--- config.mk ---
export PLATFORM = sky130hd
export DESIGN_NAME = axi_lite_master_port
export DESIGN_NICKNAME = d
export VERILOG_FILES = /design/src/rtl/axi_lite_master_port.sv
export SDC_FILE = /design/constraint.sdc
export NUM_CORES = 1
export LEC_CHECK = 0
export BUFFER_PORTS_ARGS = -buffer_cell sky130_fd_sc_hd__buf_2
export CAP_MARGIN = 10
export CORE_UTILIZATION = 44
export DETAILED_ROUTE_END_ITERATION = 12
export PLACE_DENSITY = 0.84
export SLEW_MARGIN = 20
export SYNTH_ARGS = -nofsm -noshare
export SYNTH_HDL_FRONTEND = slang
export SYNTH_SLANG_ARGS = --single-unit
--- constraint.sdc ---
create_clock -name clk -period 2.1 [get_ports clk]
set_clock_uncertainty 0.05 [all_clocks]
set_input_delay 0.42 -clock clk [delete_from_list [all_inputs] [get_ports clk]]
set_output_delay 0.42 -clock clk [all_outputs]
set_load 0.005 [all_outputs]
--- src/rtl/axi_lite_master_port.sv ---
// Single-outstanding AXI4-lite master: turns one command into a read or write
// transaction with a per-phase wait timeout and a one-cycle response pulse.
module axi_lite_master_port #(
   parameter int TIMEOUT_CYCLES = 1024
) (
   input  logic        clk,
   input  logic        reset,
   // command side
   input  logic        cmd_valid,
   output logic        cmd_ready,
   input  logic        cmd_write,
   input  logic [31:0] cmd_addr,
   input  logic [31:0] cmd_wdata,
   input  logic [3:0]  cmd_wstrb,
   // response side
   output logic        rsp_valid,
   output logic [31:0] rsp_rdata,
   output logic        rsp_timeout,
   // AXI4-lite write channels
   output logic        m_axi_awvalid,
   input  logic        m_axi_awready,
   output logic [31:0] m_axi_awaddr,
   output logic [2:0]  m_axi_awprot,
   output logic        m_axi_wvalid,
   input  logic        m_axi_wready,
   output logic [31:0] m_axi_wdata,
   output logic [3:0]  m_axi_wstrb,
   input  logic        m_axi_bvalid,
   output logic        m_axi_bready,
   // AXI4-lite read channels
   output logic        m_axi_arvalid,
   input  logic        m_axi_arready,
   output logic [31:0] m_axi_araddr,
   output logic [2:0]  m_axi_arprot,
   input  logic        m_axi_rvalid,
   output logic        m_axi_rready,
   input  logic [31:0] m_axi_rdata
);

   localparam logic [2:0] S_IDLE    = 3'd0;
   localparam logic [2:0] S_WR_REQ  = 3'd1;
   localparam logic [2:0] S_WR_RESP = 3'd2;
   localparam logic [2:0] S_RD_REQ  = 3'd3;
   localparam logic [2:0] S_RD_DATA = 3'd4;
   localparam logic [2:0] S_DONE    = 3'd5;

   localparam logic [15:0] CNT_LAST = 16'(TIMEOUT_CYCLES - 1);

   logic [2:0]  state_q, state_d;
   logic [31:0] addr_q, addr_d;
   logic [31:0] wdata_q, wdata_d;
   logic [3:0]  wstrb_q, wstrb_d;
   logic        aw_done_q, aw_done_d;
   logic        w_done_q, w_done_d;
   logic [15:0] cnt_q, cnt_d;
   logic [31:0] rsp_rdata_q, rsp_rdata_d;
   logic        rsp_timeout_q, rsp_timeout_d;

   logic aw_hs, w_hs, b_hs, ar_hs, r_hs, expired, waiting;

   // Valids and readies decode from state only, so no valid ever waits on a ready.
   assign cmd_ready     = (state_q == S_IDLE);
   assign rsp_valid     = (state_q == S_DONE);
   assign rsp_rdata     = rsp_rdata_q;
   assign rsp_timeout   = rsp_timeout_q;
   assign m_axi_awvalid = (state_q == S_WR_REQ) && !aw_done_q;
   assign m_axi_wvalid  = (state_q == S_WR_REQ) && !w_done_q;
   assign m_axi_bready  = (state_q == S_WR_RESP);
   assign m_axi_arvalid = (state_q == S_RD_REQ);
   assign m_axi_rready  = (state_q == S_RD_DATA);
   assign m_axi_awaddr  = addr_q;
   assign m_axi_araddr  = addr_q;
   assign m_axi_wdata   = wdata_q;
   assign m_axi_wstrb   = wstrb_q;
   assign m_axi_awprot  = 3'b000;
   assign m_axi_arprot  = 3'b000;

   assign aw_hs   = m_axi_awvalid && m_axi_awready;
   assign w_hs    = m_axi_wvalid && m_axi_wready;
   assign b_hs    = m_axi_bvalid && m_axi_bready;
   assign ar_hs   = m_axi_arvalid && m_axi_arready;
   assign r_hs    = m_axi_rvalid && m_axi_rready;
   assign expired = (cnt_q == CNT_LAST);
   assign waiting = (state_q == S_WR_REQ) || (state_q == S_WR_RESP) ||
                    (state_q == S_RD_REQ) || (state_q == S_RD_DATA);

   always_comb begin
      // NOTE: every variable gets a default first so no path leaves it unassigned (no latches).
      state_d       = state_q;
      addr_d        = addr_q;
      wdata_d       = wdata_q;
      wstrb_d       = wstrb_q;
      aw_done_d     = aw_done_q;
      w_done_d      = w_done_q;
      rsp_rdata_d   = rsp_rdata_q;
      rsp_timeout_d = rsp_timeout_q;

      case (state_q)
         S_IDLE: begin
            if (cmd_valid) begin
               addr_d    = cmd_addr;
               wdata_d   = cmd_wdata;
               wstrb_d   = cmd_wstrb;
               aw_done_d = 1'b0;
               w_done_d  = 1'b0;
               state_d   = cmd_write ? S_WR_REQ : S_RD_REQ;
            end
         end
         S_WR_REQ: begin
            if (aw_hs) aw_done_d = 1'b1;
            if (w_hs)  w_done_d  = 1'b1;
            // A handshake landing on the expiry cycle wins over the timeout.
            if ((aw_done_q || aw_hs) && (w_done_q || w_hs)) begin
               state_d = S_WR_RESP;
            end else if (expired) begin
               state_d       = S_DONE;
               rsp_rdata_d   = 32'h0;
               rsp_timeout_d = 1'b1;
            end
         end
         S_WR_RESP: begin
            if (b_hs) begin
               state_d       = S_DONE;
               rsp_rdata_d   = 32'h0;
               rsp_timeout_d = 1'b0;
            end else if (expired) begin
               state_d       = S_DONE;
               rsp_rdata_d   = 32'h0;
               rsp_timeout_d = 1'b1;
            end
         end
         S_RD_REQ: begin
            if (ar_hs) begin
               state_d = S_RD_DATA;
            end else if (expired) begin
               state_d       = S_DONE;
               rsp_rdata_d   = 32'h0;
               rsp_timeout_d = 1'b1;
            end
         end
         S_RD_DATA: begin
            if (r_hs) begin
               state_d       = S_DONE;
               rsp_rdata_d   = m_axi_rdata;
               rsp_timeout_d = 1'b0;
            end else if (expired) begin
               state_d       = S_DONE;
               rsp_rdata_d   = 32'h0;
               rsp_timeout_d = 1'b1;
            end
         end
         S_DONE:  state_d = S_IDLE;
         default: state_d = S_IDLE;
      endcase

      if (state_d != state_q || !waiting) cnt_d = 16'h0;
      else                                cnt_d = cnt_q + 16'd1;
   end

   always_ff @(posedge clk) begin
      if (reset) begin
         // NOTE: datapath registers are reset too, so the AXI address/data outputs read 0 after reset.
         state_q       <= S_IDLE;
         addr_q        <= 32'h0;
         wdata_q       <= 32'h0;
         wstrb_q       <= 4'h0;
         aw_done_q     <= 1'b0;
         w_done_q      <= 1'b0;
         cnt_q         <= 16'h0;
         rsp_rdata_q   <= 32'h0;
         rsp_timeout_q <= 1'b0;
      end else begin
         // NOTE: non-blocking assignments so every flop samples the pre-edge values.
         state_q       <= state_d;
         addr_q        <= addr_d;
         wdata_q       <= wdata_d;
         wstrb_q       <= wstrb_d;
         aw_done_q     <= aw_done_d;
         w_done_q      <= w_done_d;
         cnt_q         <= cnt_d;
         rsp_rdata_q   <= rsp_rdata_d;
         rsp_timeout_q <= rsp_timeout_d;
      end
   end

endmodule

# Word level (Yosys, flattened, before mapping)
# Index checks and enable logic that the tools add are counted.
[totals]
regBits = 122
inputBits = 109
[classes]
addsub = 1
n_eq_ne = 12
n_reduce_logical = 25
mux = 25
[ops]
columns = ["operator", "n"]
rows = [
  ["32-bit two-way mux", 5],
  ["32-bit one-hot mux with 4 select lines", 1],
  ["3-bit two-way mux", 6],
  ["16-bit by 1-bit adder with 16-bit output (second input constant)", 1],
  ["16-bit by 10-bit == test with 1-bit output (second input constant)", 1],
  ["3-bit one-hot mux with 5 select lines", 1],
  ["2-bit != test (second input constant)", 5],
  ["3-bit AND reduction", 3],
  ["1-bit logical AND", 8],
  ["1-bit two-way mux", 8],
  ["3-bit by 2-bit == test with 1-bit output (second input constant)", 2],
  ["3-bit == test (second input constant)", 2],
  ["1-bit logical OR", 6],
  ["1-bit one-hot mux with 2 select lines", 2],
  ["1-bit one-hot mux with 4 select lines", 1],
  ["4-bit nonzero test", 1],
  ["3-bit by 1-bit == test with 1-bit output (second input constant)", 1],
  ["1-bit logical NOT", 3],
  ["3-bit logical NOT", 1],
  ["3-bit != test", 1],
  ["2-bit two-way mux", 1],
  ["2-bit AND reduction", 1],
  ["2-bit nonzero test", 1],
  ["2-bit OR reduction", 1],
]

# Logic depth before layout (Yosys ltp)
# Gate-level depths: netlist of the first run.
[logic_depth]
word_depth = 10
depth_mapped = 7
depth_no_buf = 5

# Worst setup path before layout of the first run
# Ideal clock, no wire load.
[synth_path]
path_type = "reg-to-reg"
startpoint = "register cnt_q[0]"
endpoint = "register rsp_rdata_q[10] (netlist: rsp_rdata[10])"
slack_ps = 220
required_time_ps = 1933
setup_time_ps = 117
t_arrival_ps = 1714
path_stages_with_launch = 7
synth_period_minus_slack_ps = 1880
path_buffers = 1
cell_sequence = "dfxtp_1 -> ha_1 -> nand3_1 -> nor4_4 -> a21oi_2 -> buf_6 -> a22o_1"
[synth_via]
elab_chain_len = 4
[synth_rtl]
columns = ["item", "line", "text"]
rows = [
  ["from (decl)", "55", "logic [15:0] cnt_q, cnt_d;"],
  ["from (signal assigned)", "180", "cnt_q <= cnt_d;"],
  ["16-bit by 10-bit == test with 1-bit output *", "83", "assign expired = (cnt_q == CNT_LAST);"],
  ["32-bit two-way mux *", "--", ""],
  ["32-bit two-way mux, on equally long branches", "--", ""],
  ["32-bit one-hot mux with 4 select lines *", "--", ""],
  ["to (signal assigned)", "181", "rsp_rdata_q <= rsp_rdata_d;"],
  ["to (decl)", "56", "logic [31:0] rsp_rdata_q, rsp_rdata_d;"],
]
# Every way passes the cells marked *; elsewhere a longest branch is shown, timed or not. The select of a mux whose other input is x is not followed.
# A chain may end at the register's enable or synchronous reset.

# Worst setup path in the final report of the first run
[layout_path]
startpoint = "register state_q[0]"
endpoint = "output m_axi_rready"
[layout_via]
elab_chain_len = 1
[layout_rtl]
columns = ["item", "line", "text"]
rows = [
  ["from (decl)", "49", "logic [2:0] state_q, state_d;"],
  ["from (signal assigned)", "174", "state_q <= state_d;"],
  ["3-bit == test", "70", "assign m_axi_rready = (state_q == S_RD_DATA);"],
  ["to (decl)", "36", "output logic m_axi_rready,"],
]
# No other way between the ends.

==> metrics.md, run 1 <==
| Metric | Value |
|---|---|
| Run status | finished, final reports clean |
| Placed Area | 5820 um2 |
| Detail Route Antenna Nets | 0 |
| Net switching power | 1620 uW |
| CP peak stage delay | 340 ps |
| WL/cell | 13.2 um |
| I/O Buffers | 248 |
| Crit-path slowest cell | dfxtp_4 |
| GRT Util Overall | 21.7% |
| Clock Path Buffers | 2 |
| Ys flop type | dfxtp_1 |
| Final slew viol count | 0 |
| Power per Cell Area | 947 nW/um2 |
| Die Width | 105 um |
| CP arrival | 1560 ps |
| H-tree levels | 4 |
| Normalized max-slew margin | 64.3% |
| Remaining DRCs | 0 |
| Clk root buf | clkbuf_8 |
| Vias in the first global route | 3983 |
| Largest delay contributor family on the critical path | buffers and inverters |
| Setup_tns | 0 ps |
| FF+latch count, synth | 122 |
| Most frequent cells in the layout | 248 x buf_2, 140 x nand2_1, 119 x dfxtp_1 |
| Post-synth EDFFs | 0 |
| Row count | 37 |
| Largest net degree at the start of global routing | 52 |
| Crit path kind | reg -> out |
| Avg Inst Size Synth | 8.72 um2 |
| Initial core utilization | 45.3% |
| Sw Share | 26.7% |
| Post-route cell area | 6400 um2 |
| Worst Setup End Kind | primary output |
| Hold WC Path Type | in -> reg |
| Post-CTS Hold Buffers | 0 |
| # diodes | 0 |
| CTS buffer count | 17 |
| Most common cell after layout, fill and taps aside | buf_2 |
| Gate power share | 12.9% |
| Critical path launch point type | flop |
| DR iter-0 viols | 230 |
| Ys async rst share | 0% |
| Max cap viols | 0 |
| Pleak | 0.00305 uW |
| Io pins | 255 |
| Unrepaired setup endpoints after global routing | false |
| CP required | 1630 ps |
| Final hold violation count | 0 |
| Reg power frac | 41.8% |
| Later-pin clock latency in the skew report | 490 ps |
| Overall Power | 6060 uW |
| Routability congestion estimate | 0.786 |
| Crit-path cells | buf_4 > nor3b_1 > buf_4 > buf_2 |
| Final net count | 862 |
| Final wirelength | 11.9 mm |
| P&R area growth vs syn | 37.0% |
| Vias per inst | 4.86 |
| Initial antenna violation count | 0 |
| Slew @ Worst Pin | 535 ps |
| Remaining Overflow, GRT | 0 |
| CTS tree | yes |
| Warnings from Yosys | 0 |
| Fmax | 0.494 GHz |
| Period utilisation layout | 96.5% |
| Die area | 11000 um2 |
| Cell with the most instances on the worst path | buf_4 |
| Clock-pin slew on the worst setup and hold paths | 60 ps |
| Final HPWL DP | 8.41 mm |
| Final setup vio count | 0 |
| Cells after Synth | 536 |
| First-pass GRT wire length | 19.1 mm |
| Post-synth cell types | 39 |
| 1st-pass router iterations | 5 |
| Core area | 10300 um2 |
| WP buf/inv | 3 |
| VDD IR max | 0.494 mV |
| Tmin final | 2030 ps |
| Pint | 4440 uW |
| Clock share of power | 45.3% |
| Share of layout cells above drive strength 1 | 40.3% |
| Sink Count | 122 |
| Post-synthesis cell area | 4670 um2 |
| Via count | 4382 |
| Sequential-to-total area share from yosys stat | 52.3% |
| Die height | 105 um |
| Crit Path Max Fanout | 14 |
==> layout make-up <==
| class | instances | area (um2) |
|---|---|---|
| Clock inverter | 14 | 136 |
| Tap cell | 136 | 170 |
| Fill cell | 917 | 3920 |
| Timing Repair Buffer | 264 | 1400 |
| Multi-Input combinational cell | 342 | 1800 |
| Inverter | 5 | 18.8 |
| Clock buffer | 18 | 428 |
| Sequential cell | 122 | 2450 |
==> worst register-to-register path: cells and delay by family, from the launching register on <==
| family | cells | cell delay (ps) |
|---|---|---|
| flip-flops | 1 | 350 |
| AND/OR/NAND/NOR | 4 | 1420 |
==> final timing paths <==
| path | slack [ps] | depth (start not counted) | end | from |
|---|---|---|---|---|
| worst max-delay path | 70 | 4 | m_axi_rready | state_q[0] |
| worst min-delay path | 80 | 2 | rsp_rdata[15] | m_axi_rdata[15] |
| worst max register to register | 150 | 4 | cnt_q[3] | cnt_q[12] |
| worst min register to register | 400 | 2 | m_axi_wdata[25] | m_axi_wdata[25] |
==> timing repair <==
action	CTS	global route
resized for setup	6	1
pin swaps	0	0
setup endpoints to repair	6	2
setup buffers	1	0
==> metal layers <==
metal / part of all wire [%] / vias up / GRT usage [%] / routed length [um]
met3: 5.4 / 14 / 3.87 / 643
met5: 0 / - / 0 / 0
li1: - / 2194 / - / -
met2: 51 / 166 / 37.2 / 6040
met1: 42 / 2008 / 26.4 / 5010
met4: 1.4 / 0 / 9.66 / 171
==> synth_stat cells (2+ instances only) <==
cell type,count,area share (%)
o22ai_1,2,0.27
dfxtp_1,122,52
a22o_1,32,6.0
nand4_1,4,0.54
nor4_1,3,0.40
buf_2,2,0.21
nand2_1,140,11
inv_1,5,0.40
xnor2_1,13,2.4
buf_4,38,6.1
nor2b_1,2,0.27
nand3_1,6,0.64
nor2_1,25,2.0
nor3b_1,4,0.64
mux2_2,2,0.48
a21oi_1,75,8.0
buf_6,3,0.72
clkbuf_1,28,2.2
nor3_1,9,0.96
a311o_1,2,0.43
==> cells by family after synthesis <==
kind of cell / synth area share, %
compound gates: 15.6
xor+xnor: 2.62
fa+ha+maj: 0.268
buf+inv: 9.77
flops: 52.3
mux: 0.482
other cells: 0.0803
simple gates: 18.9
==> per-stage QoR <==
| step | setup WS, ps | utilization (%) | std cells | hold slack [ps] |
|---|---|---|---|---|
| floorplan | 220 | - | 541 | 380 |
| global placement | 191 | 56.3 | 868 | 389 |
| detailed placement | 155 | 56.3 | 868 | 394 |
| CTS | 70.8 | 62.0 | 901 | 50.5 |
| global route | 4.86 | 62.0 | 901 | 50.3 |
| finish | 73.8 | 62.0 | 901 | 77.9 |
==> power by group through the flow <==
stage / Clock, uW / Combinational, uW / Sequential [uW]
finish: 2750 / 782 / 2530
global route: 2910 / 875 / 2550
CTS: 2800 / 787 / 2530
detailed placement: 0 / 770 / 2590
floorplan: 0 / 455 / 2580
global placement: 0 / 762 / 2580
==> flip-flops by register name (all words and copies together), names as in the netlist <==
register	flops
aw_done_q	1
w_done_q	1
rsp_rdata	32
m_axi_araddr	32
rsp_timeout	1
cnt_q	16
m_axi_wdata	32
m_axi_wstrb	4
state_q	3
Note: power is estimated with default switching activity, not from simulation.
==> run 2: changes to the inputs <==
CORE_ASPECT_RATIO = 1.75   (was default)
GPL_TIMING_DRIVEN = 0   (was default)
==> metrics.md, run 2 (synthesis results as in run 1) <==
| Metric | Value |
|---|---|
| CP peak stage delay | 390 ps |
| Later-pin clock latency in the skew report | 410 ps |
| Crit Path Max Fanout | 10 |
| Final setup vio count | 0 |
| CTS buffer count | 17 |
| Final worst slack | 65.0 ps |
| Run status | finished, final reports clean |
| Pint | 4620 uW |
| DR iter-0 viols | 129 |
| Power per Cell Area | 920 nW/um2 |
| Share of layout cells above drive strength 1 | 41.9% |
| I/O Buffers | 248 |
| Final net count | 920 |
| Core area | 10300 um2 |
| Gate power share | 14.0% |
| Multi-input logic area | 1810 um2 |
| Remaining Overflow, GRT | 0 |
| Critical path launch point type | flop |
| WL/cell | 13.8 um |
| Initial core utilization | 45.4% |
| CP required | 1630 ps |
| Met2 wire length | 7.07 mm |
| Final slew viol count | 0 |
| Top Layer Used | met4 |
| Io pins | 255 |
| # diodes | 0 |
| Initial antenna violation count | 0 |
| Most frequent cells in the layout | 249 x buf_2, 140 x nand2_1, 121 x dfxtp_1 |
| Routability congestion estimate | 0.842 |
| Via count | 4622 |
| Clock Path Buffers | 2 |
| Clk root buf | clkbuf_16 |
| Sw Share | 25.2% |
| Pleak | 0.00326 uW |
| VDD IR max | 0.729 mV |
| Detail Route Antenna Nets | 0 |
| Crit-path cells | clkbuf_8 > or3b_4 > nor2_1 > buf_2 |
| Clock share of power | 44.9% |
| GRT Util Overall | 23.3% |
| Placed Area | 6090 um2 |
| Die height | 138 um |
| Largest delay contributor family on the critical path | simple AND/OR/NAND/NOR gates |
| Remaining DRCs | 0 |
| Unrepaired setup endpoints after global routing | false |
| Tmin final | 2030 ps |
| Largest net degree at the start of global routing | 17 |
| 1st-pass router iterations | 4 |
| H-tree levels | 4 |
| Slew @ Worst Pin | 549 ps |
| First-pass GRT wire length | 19.8 mm |
| Post-Place Worst Slack | -78.1 ps |
| Clock-pin slew on the worst setup and hold paths | 60 ps |
| Post-CTS Hold Buffers | 0 |
| Register area | 2450 um2 |
| Wire length on met3 | 929 um |
| Sink Count | 122 |
| Hold WC Path Type | in -> reg |
| Fmax | 0.491 GHz |
| Fin util | 65.2% |
| Die Width | 79.9 um |
| Row count | 49 |
| Overall Power | 6180 uW |
| Final wirelength | 13.1 mm |
| CP arrival | 1560 ps |
| Post-route cell area | 6720 um2 |
| Die area | 11100 um2 |
| Period utilisation layout | 96.9% |
| Final HPWL DP | 9.86 mm |
| Crit path kind | reg -> out |
| Max cap viols | 0 |
| Crit-path slowest cell | or3b_4 |
| CTS tree | yes |
| Worst Setup End Kind | primary output |
| Net switching power | 1560 uW |
| P&R area growth vs syn | 43.8% |
| Filler cells | 885 |
| Final hold violation count | 0 |
| Reg power frac | 41.0% |
| Most common cell after layout, fill and taps aside | buf_2 |
| WP buf/inv | 2 |
| Normalized max-slew margin | 63.4% |
| Vias in the first global route | 4171 |
| Vias per inst | 4.88 |
| M1 WL | 4.75 mm |
## run 2: changes by cell type in the layout (fill, tap and decap cells not counted), moves of 2 or more
cell | previous run | this run
inv_6 | 4 | 0
buf_4 | 13 | 43
buf_12 | 3 | 0
clkinvlp_4 | 1 | 4
clkbuf_2 | 0 | 8
buf_6 | 0 | 3
dfxtp_1 | 119 | 121
clkbuf_1 | 0 | 18
inv_8 | 2 | 0
## run 2: worst paths after layout
check | startpoint | to | slack [ps] | cells past startpoint
setup / recovery | state_q[0] | m_axi_wvalid | 70 | 4
hold / removal | m_axi_rdata[28] | rsp_rdata[28] | 170 | 2
setup reg to reg | cnt_q[12] | cnt_q[5] | 120 | 4
hold reg to reg | m_axi_wdata[24] | m_axi_wdata[24] | 400 | 2
## run 2: area by class of cell
| type | count | area share, % |
|---|---|---|
| Buffer | 70 | 6.74 |
| Sequential cell | 122 | 36.4 |
| Clock inverter | 12 | 1.90 |
| Multi-Input combinational cell | 342 | 26.9 |
| Tap cell | 127 | 2.36 |
| Clock buffer | 18 | 6.54 |
| Timing Repair Buffer | 252 | 18.9 |
| Inverter | 5 | 0.279 |
## run 2: per-stage QoR
step | hold WS (ps) | instances | setup TNS (ps)
3_3_place_gp | 388 | 916 | -2540
3_5_place_dp | 393 | 916 | -2710
5_1_grt | 164 | 948 | 0
4_1_cts | 160 | 946 | 0
2_1_floorplan | 380 | 541 | 0
6_report | 174 | 948 | 0
## run 2: power by group through the flow
stage          registers, uW  clock network, uW  logic (uW)
6_report                2540               2780         868
2_1_floorplan           2580                  0         455
3_5_place_dp            2580                  0         863
5_1_grt                 2550               2920         962
3_3_place_gp            2580                  0         850
4_1_cts                 2540               2820         871
## run 2: repair_timing
action | 4_1_cts | 5_1_grt
buffers inserted | 1 | 3
endpoints found under the setup margin | 77 | 80
pin swaps | 1 | 3
gates resized for setup | 9 | 14
## run 2: per-layer routing
metal	global-route usage, %	up-vias
li1	-	2311
met1	22.7	2081
met2	43.0	202
met3	7.06	28
met4	11.3	0
met5	0	-
==> run 3: changes to the inputs <==
CORE_UTILIZATION = 30   (was 44)
PLACE_DENSITY = 0.63   (was 0.84)
==> metrics.md, run 3 (synthesis results as in run 1) <==
| Metric | Value |
|---|---|
| Remaining DRCs | 0 |
| Fmax | 0.489 GHz |
| CTS tree | yes |
| WL/cell | 13.3 um |
| Tmin final | 2040 ps |
| # diodes | 0 |
| Die Width | 96.3 um |
| Clock Path Buffers | 2 |
| Share of layout cells above drive strength 1 | 42.1% |
| Pleak | 0.00329 uW |
| Clk root buf | clkbuf_16 |
| Worst Setup End Kind | flop |
| Critical path launch point type | flop |
| Later-pin clock latency in the skew report | 400 ps |
| Register area | 2450 um2 |
| I/O Buffers | 248 |
| Period utilisation layout | 97.3% |
| Io pins | 255 |
| Most frequent cells in the layout | 249 x buf_2, 140 x nand2_1, 120 x dfxtp_1 |
| Sink Count | 122 |
| Die area | 16100 um2 |
| Vias per inst | 4.51 |
| Via count | 4540 |
| Multi-input logic area | 1810 um2 |
| Die height | 167 um |
| CP required | 2340 ps |
| Final wirelength | 13.3 mm |
| H-tree levels | 4 |
| Final net count | 917 |
| Placed insts | 975 |
| CP arrival | 2280 ps |
| Detail Route Antenna Nets | 0 |
| DR iter-0 viols | 105 |
| Normalized max-slew margin | 56.2% |
| Vias in the first global route | 4048 |
| Max cap viols | 0 |
| Most common cell after layout, fill and taps aside | buf_2 |
| 1st-pass router iterations | 4 |
| Final slew viol count | 0 |
| Initial core utilization | 30.5% |
| Post-Place Worst Slack | -222 ps |
| Overall Power | 6480 uW |
| Row count | 60 |
| Remaining Overflow, GRT | 0 |
| Largest net degree at the start of global routing | 17 |
| Core area | 15300 um2 |
| Fin util | 44.7% |
| Crit path kind | reg -> reg |
| Initial antenna violation count | 0 |
| Final HPWL DP | 10.0 mm |
| Final setup vio count | 0 |
| Hold WC Path Type | in -> reg |
| VDD IR max | 0.439 mV |
| WHS | 176 ps |
| Clock-pin slew on the worst setup and hold paths | 60 ps |
| Unrepaired setup endpoints after global routing | false |
| Final hold violation count | 0 |
| Power per Cell Area | 946 nW/um2 |
| Run status | finished, final reports clean |
| CTS buffer count | 17 |
| GRT Util Overall | 16.2% |
| Slew @ Worst Pin | 656 ps |
| Final worst slack | 56.7 ps |
| Crit Path Max Fanout | 10 |
| First-pass GRT wire length | 19.9 mm |
| P&R area growth vs syn | 46.5% |
| Routability congestion estimate | 0.774 |
| Post-Layout Cell Count | 1006 |
| Filler cells | 1629 |
| R2r setup slk | 60 ps |
-- run 3: what timing repair did --
| item | CTS | global route |
|---|---|---|
| setup endpoints to repair | 110 | 105 |
| gates cloned | 0 | 0 |
| hold buffers | 0 | 0 |
| buffers inserted | 1 | 1 |
| hold endpoints to repair | 0 | 0 |
| pin swaps | 1 | 2 |
| gates resized for setup | 13 | 12 |
-- run 3: worst max-delay path, cell delays in order (launching register included) --
cell	delay, ps
dfxtp_1	350
or4_4	580
nor4_4	380
a21oi_4	160
buf_6	180
a22o_1	220
-- run 3: through the flow --
step	instance area [um2]	TNS, ps
floorplan	4690	0
global placement	6160	-11590
detailed placement	6160	-12940
CTS	6820	0
global route	6840	0
finish	6840	0
-- run 3: power breakdown --
group	switching (uW)	total [uW]	internal, uW
registers	86.8	2540	2450
clock network	1080	3070	2000
logic	450	868	418
total	1610	6480	4860
-- run 3: routing by layer --
layer | track usage [%] | vias up | wire (um)
li1 | - | 2310 | -
met1 | 16.6 | 2060 | 5120
met2 | 30.2 | 150 | 7240
met3 | 4.06 | 20 | 671
met4 | 6.65 | 0 | 303
met5 | 0 | - | 0
-- run 3: area by class of cell --
type | count | area share [%]
flip-flops and latches | 122 | 35.8
multi-input cells | 342 | 26.5
repair buffers | 250 | 18.4
plain buffers | 69 | 6.58
clock buffers | 18 | 6.27
well taps | 186 | 3.40
clock inverters | 14 | 2.85
inverters | 5 | 0.274
-- run 3: worst paths after layout --
check | from | endpoint | cells after the start
min | m_axi_rdata[15] | rsp_rdata[15] | 2
max | cnt_q[12] | rsp_rdata[25] | 5
min reg2reg | m_axi_wdata[27] | m_axi_wdata[27] | 2
max reg2reg | cnt_q[12] | rsp_rdata[25] | 5
